**config.mk**
```make
export PLATFORM = sky130hd
export DESIGN_NAME = ehl_ahb_matrix_in_flat
export DESIGN_NICKNAME = d
export VERILOG_FILES = /design/src/rtl/ehl_ahb_pkg.sv /design/src/rtl/ehl_ahb_matrix_in_if.sv /design/src/rtl/ehl_ahb_default_slave.sv /design/src/rtl/ehl_ahb_matrix_in.sv /design/src/flat_wrapper.sv
export SDC_FILE = /design/constraint.sdc
export NUM_CORES = 1
export LEC_CHECK = 0
export CAP_MARGIN = 25
export CORE_AREA = 2 2 223 225
export DETAILED_ROUTE_END_ITERATION = 7
export DIE_AREA = 0 0 225 227
export GPL_ROUTABILITY_DRIVEN = 1
export SYNTH_ARGS = -nofsm -noshare
export SYNTH_HDL_FRONTEND = slang
export SYNTH_SLANG_ARGS = --single-unit
```
**constraint.sdc**
```tcl
create_clock -name hclk -period 6.2 [get_ports hclk]
set_input_delay 0.93 -clock hclk [delete_from_list [all_inputs] [get_ports hclk]]
set_output_delay 0.93 -clock hclk [all_outputs]
set_load 0.05 [all_outputs]
```
**src/rtl/ehl_ahb_pkg.sv**
```systemverilog
// Shared AHB-Lite encodings and small helpers for the ehl_ahb matrix blocks.
package ehl_ahb_pkg;

    localparam logic [1:0] HTRANS_IDLE   = 2'b00;
    localparam logic [1:0] HTRANS_BUSY   = 2'b01;
    localparam logic [1:0] HTRANS_NONSEQ = 2'b10;
    localparam logic [1:0] HTRANS_SEQ    = 2'b11;

    localparam logic [1:0] HRESP_OKAY  = 2'b00;
    localparam logic [1:0] HRESP_ERROR = 2'b01;
    localparam logic [1:0] HRESP_RETRY = 2'b10;
    localparam logic [1:0] HRESP_SPLIT = 2'b11;

    localparam logic [2:0] HBURST_SINGLE = 3'b000;
    localparam logic [2:0] HBURST_INCR   = 3'b001;
    localparam logic [2:0] HBURST_WRAP4  = 3'b010;
    localparam logic [2:0] HBURST_INCR4  = 3'b011;
    localparam logic [2:0] HBURST_WRAP8  = 3'b100;
    localparam logic [2:0] HBURST_INCR8  = 3'b101;
    localparam logic [2:0] HBURST_WRAP16 = 3'b110;
    localparam logic [2:0] HBURST_INCR16 = 3'b111;

    typedef enum logic [1:0] {
        DS_IDLE = 2'b00,
        DS_ERR1 = 2'b01,
        DS_ERR2 = 2'b10
    } dflt_state_e;

    // NONSEQ and SEQ both have bit 1 set; IDLE/BUSY never start a data phase.
    function automatic logic htrans_active(input logic [1:0] htrans);
        return htrans[1];
    endfunction

endpackage

```
**src/rtl/ehl_ahb_matrix_in_if.sv**
```systemverilog
// Bus bundle of one matrix input stage: master-facing side and per-slave fan-out side.
interface ehl_ahb_matrix_in_if #(
    parameter int SNUM = 4
);
    logic [31:0]        m_haddr;
    logic [1:0]         m_htrans;
    logic               m_hwrite;
    logic [2:0]         m_hsize;
    logic [2:0]         m_hburst;
    logic [3:0]         m_hprot;
    logic [31:0]        m_hwdata;
    logic [31:0]        m_hrdata;
    logic               m_hready;
    logic [1:0]         m_hresp;

    logic [SNUM*32-1:0] o_haddr;
    logic [SNUM*2-1:0]  o_htrans;
    logic [SNUM-1:0]    o_hwrite;
    logic [SNUM*3-1:0]  o_hsize;
    logic [SNUM*3-1:0]  o_hburst;
    logic [SNUM*4-1:0]  o_hprot;
    logic [SNUM*32-1:0] o_hwdata;
    logic [SNUM*32-1:0] i_hrdata;
    logic [SNUM-1:0]    i_hready;
    logic [SNUM*2-1:0]  i_hresp;

    // The input stage is the slave of its upstream master.
    modport slave (
        input  m_haddr, m_htrans, m_hwrite, m_hsize, m_hburst, m_hprot, m_hwdata,
        output m_hrdata, m_hready, m_hresp
    );

    // The input stage acts as a master towards the per-slave output stages.
    modport master (
        output o_haddr, o_htrans, o_hwrite, o_hsize, o_hburst, o_hprot, o_hwdata,
        input  i_hrdata, i_hready, i_hresp
    );

endinterface

```
**src/rtl/ehl_ahb_default_slave.sv**
```systemverilog
// Default slave: answers every unmapped transfer with a two-cycle ERROR response.
module ehl_ahb_default_slave
    import ehl_ahb_pkg::*;
(
    input  logic       hclk,
    input  logic       hresetn,
    input  logic       accept_unmapped,
    output logic       hready,
    output logic [1:0] hresp,
    output logic       err_pulse
);

    dflt_state_e state_q, state_d;

    // State register.
    always_ff @(posedge hclk or negedge hresetn) begin
        if (!hresetn) begin
            state_q <= DS_IDLE;
        end else begin
            state_q <= state_d;
        end
    end

    // Next state and error pulse; kept apart from the response so hready never depends on accept.
    always_comb begin
        state_d   = state_q;
        err_pulse = 1'b0;
        case (state_q)
            DS_IDLE: begin
                if (accept_unmapped) begin
                    state_d   = DS_ERR1;
                    err_pulse = 1'b1;
                end else begin
                    state_d   = DS_IDLE;
                end
            end
            DS_ERR1: begin
                state_d = DS_ERR2;
            end
            DS_ERR2: begin
                if (accept_unmapped) begin
                    state_d   = DS_ERR1;
                    err_pulse = 1'b1;
                end else begin
                    state_d   = DS_IDLE;
                end
            end
            default: begin
                state_d = DS_IDLE;
            end
        endcase
    end

    // Response outputs, a pure function of state.
    always_comb begin
        hready = 1'b1;
        hresp  = HRESP_OKAY;
        case (state_q)
            DS_ERR1: begin
                hready = 1'b0;
                hresp  = HRESP_ERROR;
            end
            DS_ERR2: begin
                hready = 1'b1;
                hresp  = HRESP_ERROR;
            end
            default: begin
                hready = 1'b1;
                hresp  = HRESP_OKAY;
            end
        endcase
    end

endmodule

```
**src/rtl/ehl_ahb_matrix_in.sv**
```systemverilog
// Per-master AHB matrix input stage: address decode and broadcast, data-phase
// owner tracking, response mux, default slave and saturating decode-error count.
module ehl_ahb_matrix_in
    import ehl_ahb_pkg::*;
#(
    parameter int                 SNUM     = 4,
    parameter logic [SNUM*32-1:0] SLV_BASE = {SNUM{32'h0000_0000}},
    parameter logic [SNUM*32-1:0] SLV_MASK = {SNUM{32'hF000_0000}}
) (
    input  logic                hclk,
    input  logic                hresetn,
    ehl_ahb_matrix_in_if.slave  mst_if,
    ehl_ahb_matrix_in_if.master slv_if,
    input  logic                err_clr,
    output logic [7:0]          err_cnt
);

    logic [SNUM-1:0] hit_s;
    logic [SNUM-1:0] sel_s;
    logic            found_s;
    logic            unmapped_s;
    logic            accept_s;
    logic            accept_unmapped_s;
    logic [SNUM-1:0] dsel_q, dsel_d;
    logic            dflt_q, dflt_d;
    logic [7:0]      err_cnt_q, err_cnt_d;
    logic            dflt_hready_s;
    logic [1:0]      dflt_hresp_s;
    logic            err_pulse_s;
    logic [31:0]     rsp_hrdata_s;
    logic            rsp_hready_s;
    logic [1:0]      rsp_hresp_s;

    for (genvar s = 0; s < SNUM; s++) begin : g_slot
        assign hit_s[s] = ((mst_if.m_haddr & SLV_MASK[s*32 +: 32]) == SLV_BASE[s*32 +: 32]);

        assign slv_if.o_haddr[s*32 +: 32] = mst_if.m_haddr;
        assign slv_if.o_htrans[s*2 +: 2]  = sel_s[s] ? mst_if.m_htrans : HTRANS_IDLE;
        assign slv_if.o_hwrite[s]         = mst_if.m_hwrite;
        assign slv_if.o_hsize[s*3 +: 3]   = mst_if.m_hsize;
        assign slv_if.o_hburst[s*3 +: 3]  = mst_if.m_hburst;
        assign slv_if.o_hprot[s*4 +: 4]   = mst_if.m_hprot;
        assign slv_if.o_hwdata[s*32 +: 32] = mst_if.m_hwdata;
    end

    // Priority select: lowest-index hit wins when regions overlap.
    always_comb begin
        sel_s   = {SNUM{1'b0}};
        found_s = 1'b0;
        for (int s = 0; s < SNUM; s++) begin
            if (hit_s[s] && !found_s) begin
                sel_s[s] = 1'b1;
                found_s  = 1'b1;
            end else begin
                sel_s[s] = 1'b0;
            end
        end
    end

    assign unmapped_s        = ~|hit_s;
    assign accept_s          = rsp_hready_s & htrans_active(mst_if.m_htrans);
    assign accept_unmapped_s = accept_s & unmapped_s;

    ehl_ahb_default_slave u_dflt (
        .hclk            (hclk),
        .hresetn         (hresetn),
        .accept_unmapped (accept_unmapped_s),
        .hready          (dflt_hready_s),
        .hresp           (dflt_hresp_s),
        .err_pulse       (err_pulse_s)
    );

    // Data-phase owner only moves when the current data phase completes.
    always_comb begin
        dsel_d = dsel_q;
        dflt_d = dflt_q;
        if (rsp_hready_s) begin
            dsel_d = accept_s ? sel_s : {SNUM{1'b0}};
            dflt_d = accept_unmapped_s;
        end else begin
            dsel_d = dsel_q;
            dflt_d = dflt_q;
        end
    end

    // Response mux back to the master; no owner means an idle OKAY.
    always_comb begin
        rsp_hrdata_s = 32'h0000_0000;
        rsp_hready_s = 1'b1;
        rsp_hresp_s  = HRESP_OKAY;
        if (dflt_q) begin
            rsp_hready_s = dflt_hready_s;
            rsp_hresp_s  = dflt_hresp_s;
        end else begin
            for (int s = 0; s < SNUM; s++) begin
                if (dsel_q[s]) begin
                    rsp_hrdata_s = slv_if.i_hrdata[s*32 +: 32];
                    rsp_hready_s = slv_if.i_hready[s];
                    rsp_hresp_s  = slv_if.i_hresp[s*2 +: 2];
                end else begin
                    rsp_hrdata_s = rsp_hrdata_s;
                end
            end
        end
    end

    // Saturating error counter; clear beats a same-cycle increment.
    always_comb begin
        err_cnt_d = err_cnt_q;
        if (err_clr) begin
            err_cnt_d = 8'h00;
        end else if (err_pulse_s && (err_cnt_q != 8'hFF)) begin
            err_cnt_d = err_cnt_q + 8'h01;
        end else begin
            err_cnt_d = err_cnt_q;
        end
    end

    // Sequential state of the stage.
    always_ff @(posedge hclk or negedge hresetn) begin
        if (!hresetn) begin
            dsel_q    <= {SNUM{1'b0}};
            dflt_q    <= 1'b0;
            err_cnt_q <= 8'h00;
        end else begin
            dsel_q    <= dsel_d;
            dflt_q    <= dflt_d;
            err_cnt_q <= err_cnt_d;
        end
    end

    assign mst_if.m_hrdata = rsp_hrdata_s;
    assign mst_if.m_hready = rsp_hready_s;
    assign mst_if.m_hresp  = rsp_hresp_s;
    assign err_cnt         = err_cnt_q;

endmodule

```
**src/flat_wrapper.sv**
```systemverilog
// flat-port wrapper written by rule: the top's interface ports become plain ports
module ehl_ahb_matrix_in_flat import ehl_ahb_pkg::*;
#(
    parameter int                 SNUM     = 4,
    parameter logic [SNUM*32-1:0] SLV_BASE = {SNUM{32'h0000_0000}},
    parameter logic [SNUM*32-1:0] SLV_MASK = {SNUM{32'hF000_0000}}
)
  (hclk, hresetn, err_clr, err_cnt, mst_if_m_haddr, mst_if_m_htrans, mst_if_m_hwrite, mst_if_m_hsize, mst_if_m_hburst, mst_if_m_hprot, mst_if_m_hwdata, mst_if_m_hrdata, mst_if_m_hready, mst_if_m_hresp, slv_if_o_haddr, slv_if_o_htrans, slv_if_o_hwrite, slv_if_o_hsize, slv_if_o_hburst, slv_if_o_hprot, slv_if_o_hwdata, slv_if_i_hrdata, slv_if_i_hready, slv_if_i_hresp);
  ehl_ahb_matrix_in_if #(.SNUM(SNUM)) mst_if_i ();
  ehl_ahb_matrix_in_if #(.SNUM(SNUM)) slv_if_i ();
  input  logic hclk;
  input  logic hresetn;
  input  logic err_clr;
  output logic [7:0] err_cnt;
  input wire logic [$bits(mst_if_i.m_haddr)-1:0] mst_if_m_haddr;
  input wire logic [$bits(mst_if_i.m_htrans)-1:0] mst_if_m_htrans;
  input wire logic [$bits(mst_if_i.m_hwrite)-1:0] mst_if_m_hwrite;
  input wire logic [$bits(mst_if_i.m_hsize)-1:0] mst_if_m_hsize;
  input wire logic [$bits(mst_if_i.m_hburst)-1:0] mst_if_m_hburst;
  input wire logic [$bits(mst_if_i.m_hprot)-1:0] mst_if_m_hprot;
  input wire logic [$bits(mst_if_i.m_hwdata)-1:0] mst_if_m_hwdata;
  output wire logic [$bits(mst_if_i.m_hrdata)-1:0] mst_if_m_hrdata;
  output wire logic [$bits(mst_if_i.m_hready)-1:0] mst_if_m_hready;
  output wire logic [$bits(mst_if_i.m_hresp)-1:0] mst_if_m_hresp;
  output wire logic [$bits(slv_if_i.o_haddr)-1:0] slv_if_o_haddr;
  output wire logic [$bits(slv_if_i.o_htrans)-1:0] slv_if_o_htrans;
  output wire logic [$bits(slv_if_i.o_hwrite)-1:0] slv_if_o_hwrite;
  output wire logic [$bits(slv_if_i.o_hsize)-1:0] slv_if_o_hsize;
  output wire logic [$bits(slv_if_i.o_hburst)-1:0] slv_if_o_hburst;
  output wire logic [$bits(slv_if_i.o_hprot)-1:0] slv_if_o_hprot;
  output wire logic [$bits(slv_if_i.o_hwdata)-1:0] slv_if_o_hwdata;
  input wire logic [$bits(slv_if_i.i_hrdata)-1:0] slv_if_i_hrdata;
  input wire logic [$bits(slv_if_i.i_hready)-1:0] slv_if_i_hready;
  input wire logic [$bits(slv_if_i.i_hresp)-1:0] slv_if_i_hresp;
  assign mst_if_i.m_haddr = mst_if_m_haddr;
  assign mst_if_i.m_htrans = mst_if_m_htrans;
  assign mst_if_i.m_hwrite = mst_if_m_hwrite;
  assign mst_if_i.m_hsize = mst_if_m_hsize;
  assign mst_if_i.m_hburst = mst_if_m_hburst;
  assign mst_if_i.m_hprot = mst_if_m_hprot;
  assign mst_if_i.m_hwdata = mst_if_m_hwdata;
  assign mst_if_m_hrdata = mst_if_i.m_hrdata;
  assign mst_if_m_hready = mst_if_i.m_hready;
  assign mst_if_m_hresp = mst_if_i.m_hresp;
  assign slv_if_o_haddr = slv_if_i.o_haddr;
  assign slv_if_o_htrans = slv_if_i.o_htrans;
  assign slv_if_o_hwrite = slv_if_i.o_hwrite;
  assign slv_if_o_hsize = slv_if_i.o_hsize;
  assign slv_if_o_hburst = slv_if_i.o_hburst;
  assign slv_if_o_hprot = slv_if_i.o_hprot;
  assign slv_if_o_hwdata = slv_if_i.o_hwdata;
  assign slv_if_i.i_hrdata = slv_if_i_hrdata;
  assign slv_if_i.i_hready = slv_if_i_hready;
  assign slv_if_i.i_hresp = slv_if_i_hresp;
  ehl_ahb_matrix_in #(.SNUM(SNUM), .SLV_BASE(SLV_BASE), .SLV_MASK(SLV_MASK)) u_core (.hclk(hclk), .hresetn(hresetn), .mst_if(mst_if_i), .slv_if(slv_if_i), .err_clr(err_clr), .err_cnt(err_cnt));
endmodule
```
======== Word-level counts from Yosys, hierarchy flattened ========
Index checks and enable logic that the tools add are counted.
storage, ports and cells
  bits in registers ....................... 15
  latch bits .............................. 0
  RAM bits ................................ 0
  bits in read-only memories .............. 0
  bits of input ports ..................... 220
  memories kept ........................... 0
cells by class
  add/subtract/negate cells ............... 1
  $mul .................................... 0
  div/mod/pow operators ................... 0
  order comparisons ....................... 0
  equal/unequal tests ..................... 3
  shift-type cells ........................ 0
  muxes and demuxes ....................... 34
  bitwise operators ....................... 2
  reductions and logical operators ........ 13
operators with widths
  kind                 number
  $mux 32              5
  $logic_not 32->1     1
  $mux 2               9
  $mux 1               16
  $mux 8               2
  $add 8x1->8 const B  1
  $ne 8x8->1 const B   1
  $logic_and 1x1->1    4
  $logic_not 1->1      4
  $mux 4               1
  $pmux 2 s2           1
  $reduce_or 2->1      2
  $and 1x1->1          2
  $eq 2x1->1 const B   1
  $eq 2x2->1 const B   1
  $logic_not 2->1      1
  $reduce_bool 2->1    1

======== Depth between registers and ports, before layout ========
  depth in word-level cells ............... 12
  mapped depth ............................ 8
  depth with buffers taken out ............ 6

======== Hierarchy ========
From an unflattened synthesis, not the netlist that was laid out.
unflattened totals
  cell total of the unflattened synthesis .. 420
  area total of the unflattened synthesis .. 3,300.7 sq um
by module, submodules not included
  module                 instances  cells an instance  area an instance (sq um)  seq. area each (sq um)
  ehl_ahb_matrix_in      1          406                3,144.3                   250.2
  ehl_ahb_default_slave  1          14                 156.4                     50.0

======== Worst setup path after synthesis ========
No wires, ideal clock.
  kind .................................... input-to-output
  start point ............................. in slv_if_i_hresp[0]
  end point ............................... out mst_if_m_hresp[0]
  arrival time ............................ 2,050 ps
  required time ........................... 5,270 ps
  path slack .............................. 3,220 ps
  cell stages on the path ................. 2
  path buffers ............................ 0
  cell sequence ........................... nand2_1 > o21ai_0
on the way
  longest elaborated chain between the ends .. 5
ends and longest elaborated chain
  element               RTL line                 source
  start, declared       flat_wrapper.sv:34       input wire logic [$bits(slv_if_i.i_hresp)-1:0] slv_if_i_hresp;
  $mux 2 (4 in series)  ehl_ahb_matrix_in.sv:96  if (dsel_q[s]) begin
  $mux 2                ehl_ahb_matrix_in.sv:91  if (dflt_q) begin
  end, declared         flat_wrapper.sv:24       output wire logic [$bits(mst_if_i.m_hresp)-1:0] mst_if_m_hresp;
Every way passes these cells.

======== Worst setup path in the final report ========
  start point ............................. in mst_if_m_haddr[28]
  end point ............................... out slv_if_o_htrans[1]
on the way
  longest elaborated chain between the ends .. 3
ends and longest elaborated chain
  element           RTL line                 source
  start, declared   flat_wrapper.sv:15       input wire logic [$bits(mst_if_i.m_haddr)-1:0] mst_if_m_haddr;
  $logic_not 32->1  ehl_ahb_matrix_in.sv:35  assign hit_s[s] = ((mst_if.m_haddr & SLV_MASK[s*32 +: 32]) == SLV_BASE[s*32 +: 32]);
  $mux 1            ehl_ahb_matrix_in.sv:51  if (hit_s[s] && !found_s) begin
  $mux 2            ehl_ahb_matrix_in.sv:38  assign slv_if.o_htrans[s*2 +: 2] = sel_s[s] ? mst_if.m_htrans : HTRANS_IDLE;
  end, declared     flat_wrapper.sv:26       output wire logic [$bits(slv_if_i.o_htrans)-1:0] slv_if_o_htrans;
Every way passes these cells.

==> results.cfg <==
[sta]
finalCriticalPeriod_ns = 3.83
slew_headroom_pct = 50.4
worstMarginPinSlew_ns = 0.744
skew_ns = 0.00203
period_share_pct = 61.8
whs_ns = 0.572
grt_setup_unrepaired = false
tns_ns = 0
hold_viol_final = 0
final-max-slew-violation-count = 0
finalSetupViolCount = 0
fmax_ghz = 0.261

[worst_setup_path]
critPathRequiredTime_ns = 5.27
rr_worst_depth = 6
critPathKind = primary input to output port
timing.reg2reg.setup_slack_ns = 3.89
start_kind = primary input
regToRegStartpoint = u_core.u_dflt.state_q[0]
worst-path-max-fanout = 5
critPathLaunch = mst_if_m_haddr[28]
r2r-end = u_core.err_cnt[7]
worstSetupEndpointType = output port
cp.arrival_ns = 2.90

[logic_synthesis]
synth_top_cells_by_count = buf_4 (307), and2_1 (35), dfrtp_1 (12)
synth.distinct_cells = 25
async_flop_share_pct = 100
ys.flop_type = dfrtp_1
syn_area_per_cell_sq_um = 7.72
synth_edf_count = 0
synth_xor_area_share_pct = 0
ys_seq_area_share_pct = 9.35
synthMuxAreaShare_pct = 0.662
synth_simple_gate_area_share_pct = 11.8
syn-cell-area_sq_um = 3210
synth_largest_area_cell = buf_4
synth_top_family_by_area = buffers and inverters
synth_top_area_share_pct = 71.7
yosys_warnings = 0
syn_inst = 416
synth_compound_area_share_pct = 3.35
synthAdderAreaFrac_pct = 1.95
synth_seq_cells = 12
netlist_top_cells_area = buf_4 (72%), dfrtp_1 (9.3%), and2_1 (6.8%), ha_1 (1.9%), o31ai_1 (1.6%)
yosysMostFrequentCell = buf_4

[floorplanning]
ios = 571
core_sq_um = 48500
dieWidth_um = 225
die_h_um = 227
rows = 81
initial_core_util_pct = 6.62
die_area_sq_um = 51100

[global_route]
gr-total-overflow = 0
antenna_found_initial = 0
grt_use_total_pct = 2.29
grt_pass1_wl_mm = 8.83
grt_max_degree = 34
grt_pass1_vias = 1553

[power_and_ir_drop]
peakVddDrop_mv = 0.0894
p_leak_nw = 0.832
powerDensity_nw_per_um2 = 153
total_power_w = 0.000433

[drt]
wl_per_cell_um = 7.75
drt-initial-drc-count = 21
drt_pass1_iterations = 4
finalWirelength_mm = 6.51
viasPerCell = 1.71
ant_nets = 0
drc = 0
vias = 1437

[min_path]
hold_start = u_core.dsel_q[0]
hold_path.class = register to register
holdPathStages = 1
hold_end = u_core.dsel_q[0]

[clock_network]
cts.hold.buffers_added = 0
clk_pin_slew_ns = 0.05
cts_tree = done
ctsResizeCount = 0
cts_setup_buffers = 0
cts_buffer_depth = 2
cts_max_level = 1
cts_buffers = 3
clock-sinks = 12
root_buffer = clkbuf_16
clock_latency_ns = 0.24

[status]
status = finished clean

[finish]
fin_area_sq_um = 2820
antenna_cells_inserted = 0
fill_cells = 5673
drive_gt1_share_pct = 2.75
area_growth_pct = -12.1
nNetsFinal = 444

[placement]
io_buffer_count = 104
hpwl_mm = 5.52
routabilityCongestion = 0.693
placed_cell_area_sq_um = 2730

[job]
drv_cap = 0
[cell families after synthesis]
family	after synthesis
AO/OA/AOI/OAI	18
multiplexers	2
other	1
AND/OR/NAND/NOR	62
adder cells (fa/ha/maj)	5
flip-flops	12
buffers and inverters	316
[metrics by stage]
stage	utilization (%)	setup WS, ns	instances
5_1_grt	5.81	2.18	840
3_3_place_gp	5.63	2.33	836
2_1_floorplan	-	3.22	421
6_report	5.81	2.37	840
4_1_cts	5.81	2.32	840
3_5_place_dp	5.63	2.34	836
[where the power goes]
part           switching (W)  internal (W)
Sequential         0.0000141     0.0000899
Clock              0.0000348     0.0000975
Combinational       0.000123     0.0000740
[layout make-up]
class	count	area (sq um)	share of cell area (%)
timing repair buffer	105	1050	37.1
tap	622	778	27.6
multi-input combinational	93	592	21.0
sequential	12	300	10.6
clock buffer	4	88.8	3.15
inverter	4	15.0	0.532
[worst max path at each step]
stage / end / slack, ns / cells past startpoint
floorplan: mst_if_m_hresp[0] / 3.22 / 2
global placement: slv_if_o_htrans[1] / 2.33 / 5
global route: slv_if_o_htrans[1] / 2.18 / 5
finish: slv_if_o_htrans[1] / 2.37 / 5
detailed placement: slv_if_o_htrans[1] / 2.34 / 5
CTS: slv_if_o_htrans[1] / 2.32 / 5
[layout by cell type (no fill, tap or decap), types with 4 or more instances in the layout]
master	n
conb_1	6
nand2_1	5
o31ai_1	7
ha_1	5
a21oi_1	8
or4_1	6
and2_1	35
inv_1	4
clkdlybuf4s50_1	104
dfrtp_1	12
[sequential cells by signal (all words and copies together) (netlist names)]
| name | count |
|---|---|
| u_core.dflt_q | 1 |
| u_core.dsel_q | 1 |
| u_core.err_cnt | 8 |
| u_core.u_dflt.state_q | 2 |
[worst max-delay path, cell delays in order]
cell	delay, ns
clkdlybuf4s50_1	0.52
nor4_1	0.30
buf_4	0.20
and2_1	0.15
clkdlybuf4s50_1	0.80
[routing by layer]
metal  global-route usage [%]  wire [um]  vias to the layer above
li1                         -          -                      587
met1                     1.28       1360                      575
met2                     3.54       2860                      212
met3                     2.30       1490                       63
met4                     2.91        795                        0
met5                        0          0                        -
No activity file was read; power rests on OpenSTA's default activity.
==> variant (same flow settings) <==
`SNUM` is set to 4 in 3 places; all go to 5.
--- a/src/rtl/ehl_ahb_matrix_in_if.sv
+++ b/src/rtl/ehl_ahb_matrix_in_if.sv
@@ -1,5 +1,5 @@
 // Bus bundle of one matrix input stage: master-facing side and per-slave fan-out side.
 interface ehl_ahb_matrix_in_if #(
-    parameter int SNUM = 4
+    parameter int SNUM = 5
 );
     logic [31:0]        m_haddr;
--- a/src/rtl/ehl_ahb_matrix_in.sv
+++ b/src/rtl/ehl_ahb_matrix_in.sv
@@ -4,5 +4,5 @@
     import ehl_ahb_pkg::*;
 #(
-    parameter int                 SNUM     = 4,
+    parameter int                 SNUM     = 5,
     parameter logic [SNUM*32-1:0] SLV_BASE = {SNUM{32'h0000_0000}},
     parameter logic [SNUM*32-1:0] SLV_MASK = {SNUM{32'hF000_0000}}
--- a/src/flat_wrapper.sv
+++ b/src/flat_wrapper.sv
@@ -2,5 +2,5 @@
 module ehl_ahb_matrix_in_flat import ehl_ahb_pkg::*;
 #(
-    parameter int                 SNUM     = 4,
+    parameter int                 SNUM     = 5,
     parameter logic [SNUM*32-1:0] SLV_BASE = {SNUM{32'h0000_0000}},
     parameter logic [SNUM*32-1:0] SLV_MASK = {SNUM{32'hF000_0000}}
Ports: changed (10 resized); port bits go from 571 to 683. The function was not compared with the original's and may differ.
==> variant against the unedited design <==
Worst setup slack lost 0.057 ns. Register-to-register slack gained 0.05 ns. Sequential share of layout area shrank 0.18 points. Wire length grew 64%. Die area is the same. Total power grew 2.7%. Final area grew 1.7%. Combinational power grew 7%. First-iteration DRC count grew 52%. Synthesized area grew 18%. Sequential cell count is the same. Largest cell class unchanged. Highest routed layer unchanged.
==> variant: results (changes against the unedited design) <==
## Placement
- Placed Instances: 842, +0.72%
- gp weighted congestion: 0.6776, -2.3%
- IO buf count: 108, +3.8%
- placement-stage worst setup slack: 2.300 ns, -0.03577 ns
- Post-DP HPWL: 9263 µm, +68%

## GRT
- wire length of the first global-routing pass: 13050 µm, +48%
- number of global-route vias before repair: 1745, +12%
- number of antenna violations at the first check in global routing: 1, +1
- grt met1 use: 0.01471, +0.001953

## Synth
- post-synthesis compound-gate area fraction: 0.03430, +0.0008117
- adder-cell area share of the yosys netlist: 0.01649, -0.002980
- count of different cell masters after synthesis: 29, +16%
- ranking of synthesized cells by instance count: sky130_fd_sc_hd__buf_4 (383), sky130_fd_sc_hd__and2_1 (36), sky130_fd_sc_hd__dfrtp_1 (12)
- multiplexer share of the synthesized area: 0.002968, -0.003652
- Post-Synthesis Mean Instance Area: 7.679 µm², -0.57%

## Timing
- Clock Skew: 0.003223 ns, +0.001191 ns
- maximum clock frequency: 0.2570 GHz, -1.5%
- slew margin rel.: 0.4985, -0.005615

## Setup path
- maximum net fanout on the critical path: 7, +2
- Max stage delay on crit path: 0.82 ns, +0.02 ns
- reg2reg start: u_core.u_dflt.state_q[1]

## Cells and area
- share of cells above drive strength 1: 0.02232, -0.005202
- count of non-filler cells in the finished layout: 847, +0.83%

## Pwr
- power per cell area: 155.0 nW/µm², +0.99%
- total leakage power: 0.8585 nW, +3.2%
- Comb power: 211 µW, +7%
- switching power share of the total: 0.4083, +0.01172

## Route
- met3 wire length: 3783 µm, +150%
- first-iteration detailed-routing DRC count: 32, +52%
- Detail Route met2 WL: 3867 µm, +35%
- DR vias: 1580, +10%
- DR pass1 iterations: 3, -1
- met1 routed wirelength after detailed routing: 1658 µm, +22%
- final routed wirelength across all metal layers: 10670 µm, +64%

## Run status
- outcome: finished, final reports clean

==> variant: cell count changes in the layout (fill, tap and decap cells not counted), moves of 3 or more <==
cell                              unedited run  this run
sky130_fd_sc_hd__clkdlybuf4s50_1           104       108
sky130_fd_sc_hd__nand2b_1                    3         0
sky130_fd_sc_hd__o21ai_0                     3         6
sky130_fd_sc_hd__o31ai_1                     7         3
sky130_fd_sc_hd__or3_1                       1         4
sky130_fd_sc_hd__or4_1                       6         2
==> variant: area by class of cell <==
cell class | instances | area, µm² | share of cell area
timing repair buffer | 108 | 1081 | 0.3765
tap | 622 | 778.2 | 0.2710
multi-input combinational | 95 | 601.8 | 0.2096
sequential | 12 | 300.3 | 0.1046
clock buffer | 4 | 88.84 | 0.03094
inverter | 5 | 18.77 | 0.006536
antenna | 1 | 2.502 | 0.0008715
==> variant: kinds of logic after synthesis <==
family | after synthesis
multiplexers | 1
adder cells (fa/ha/maj) | 5
buffers and inverters | 394
AO/OA/AOI/OAI | 21
other | 1
flip-flops | 12
AND/OR/NAND/NOR | 60
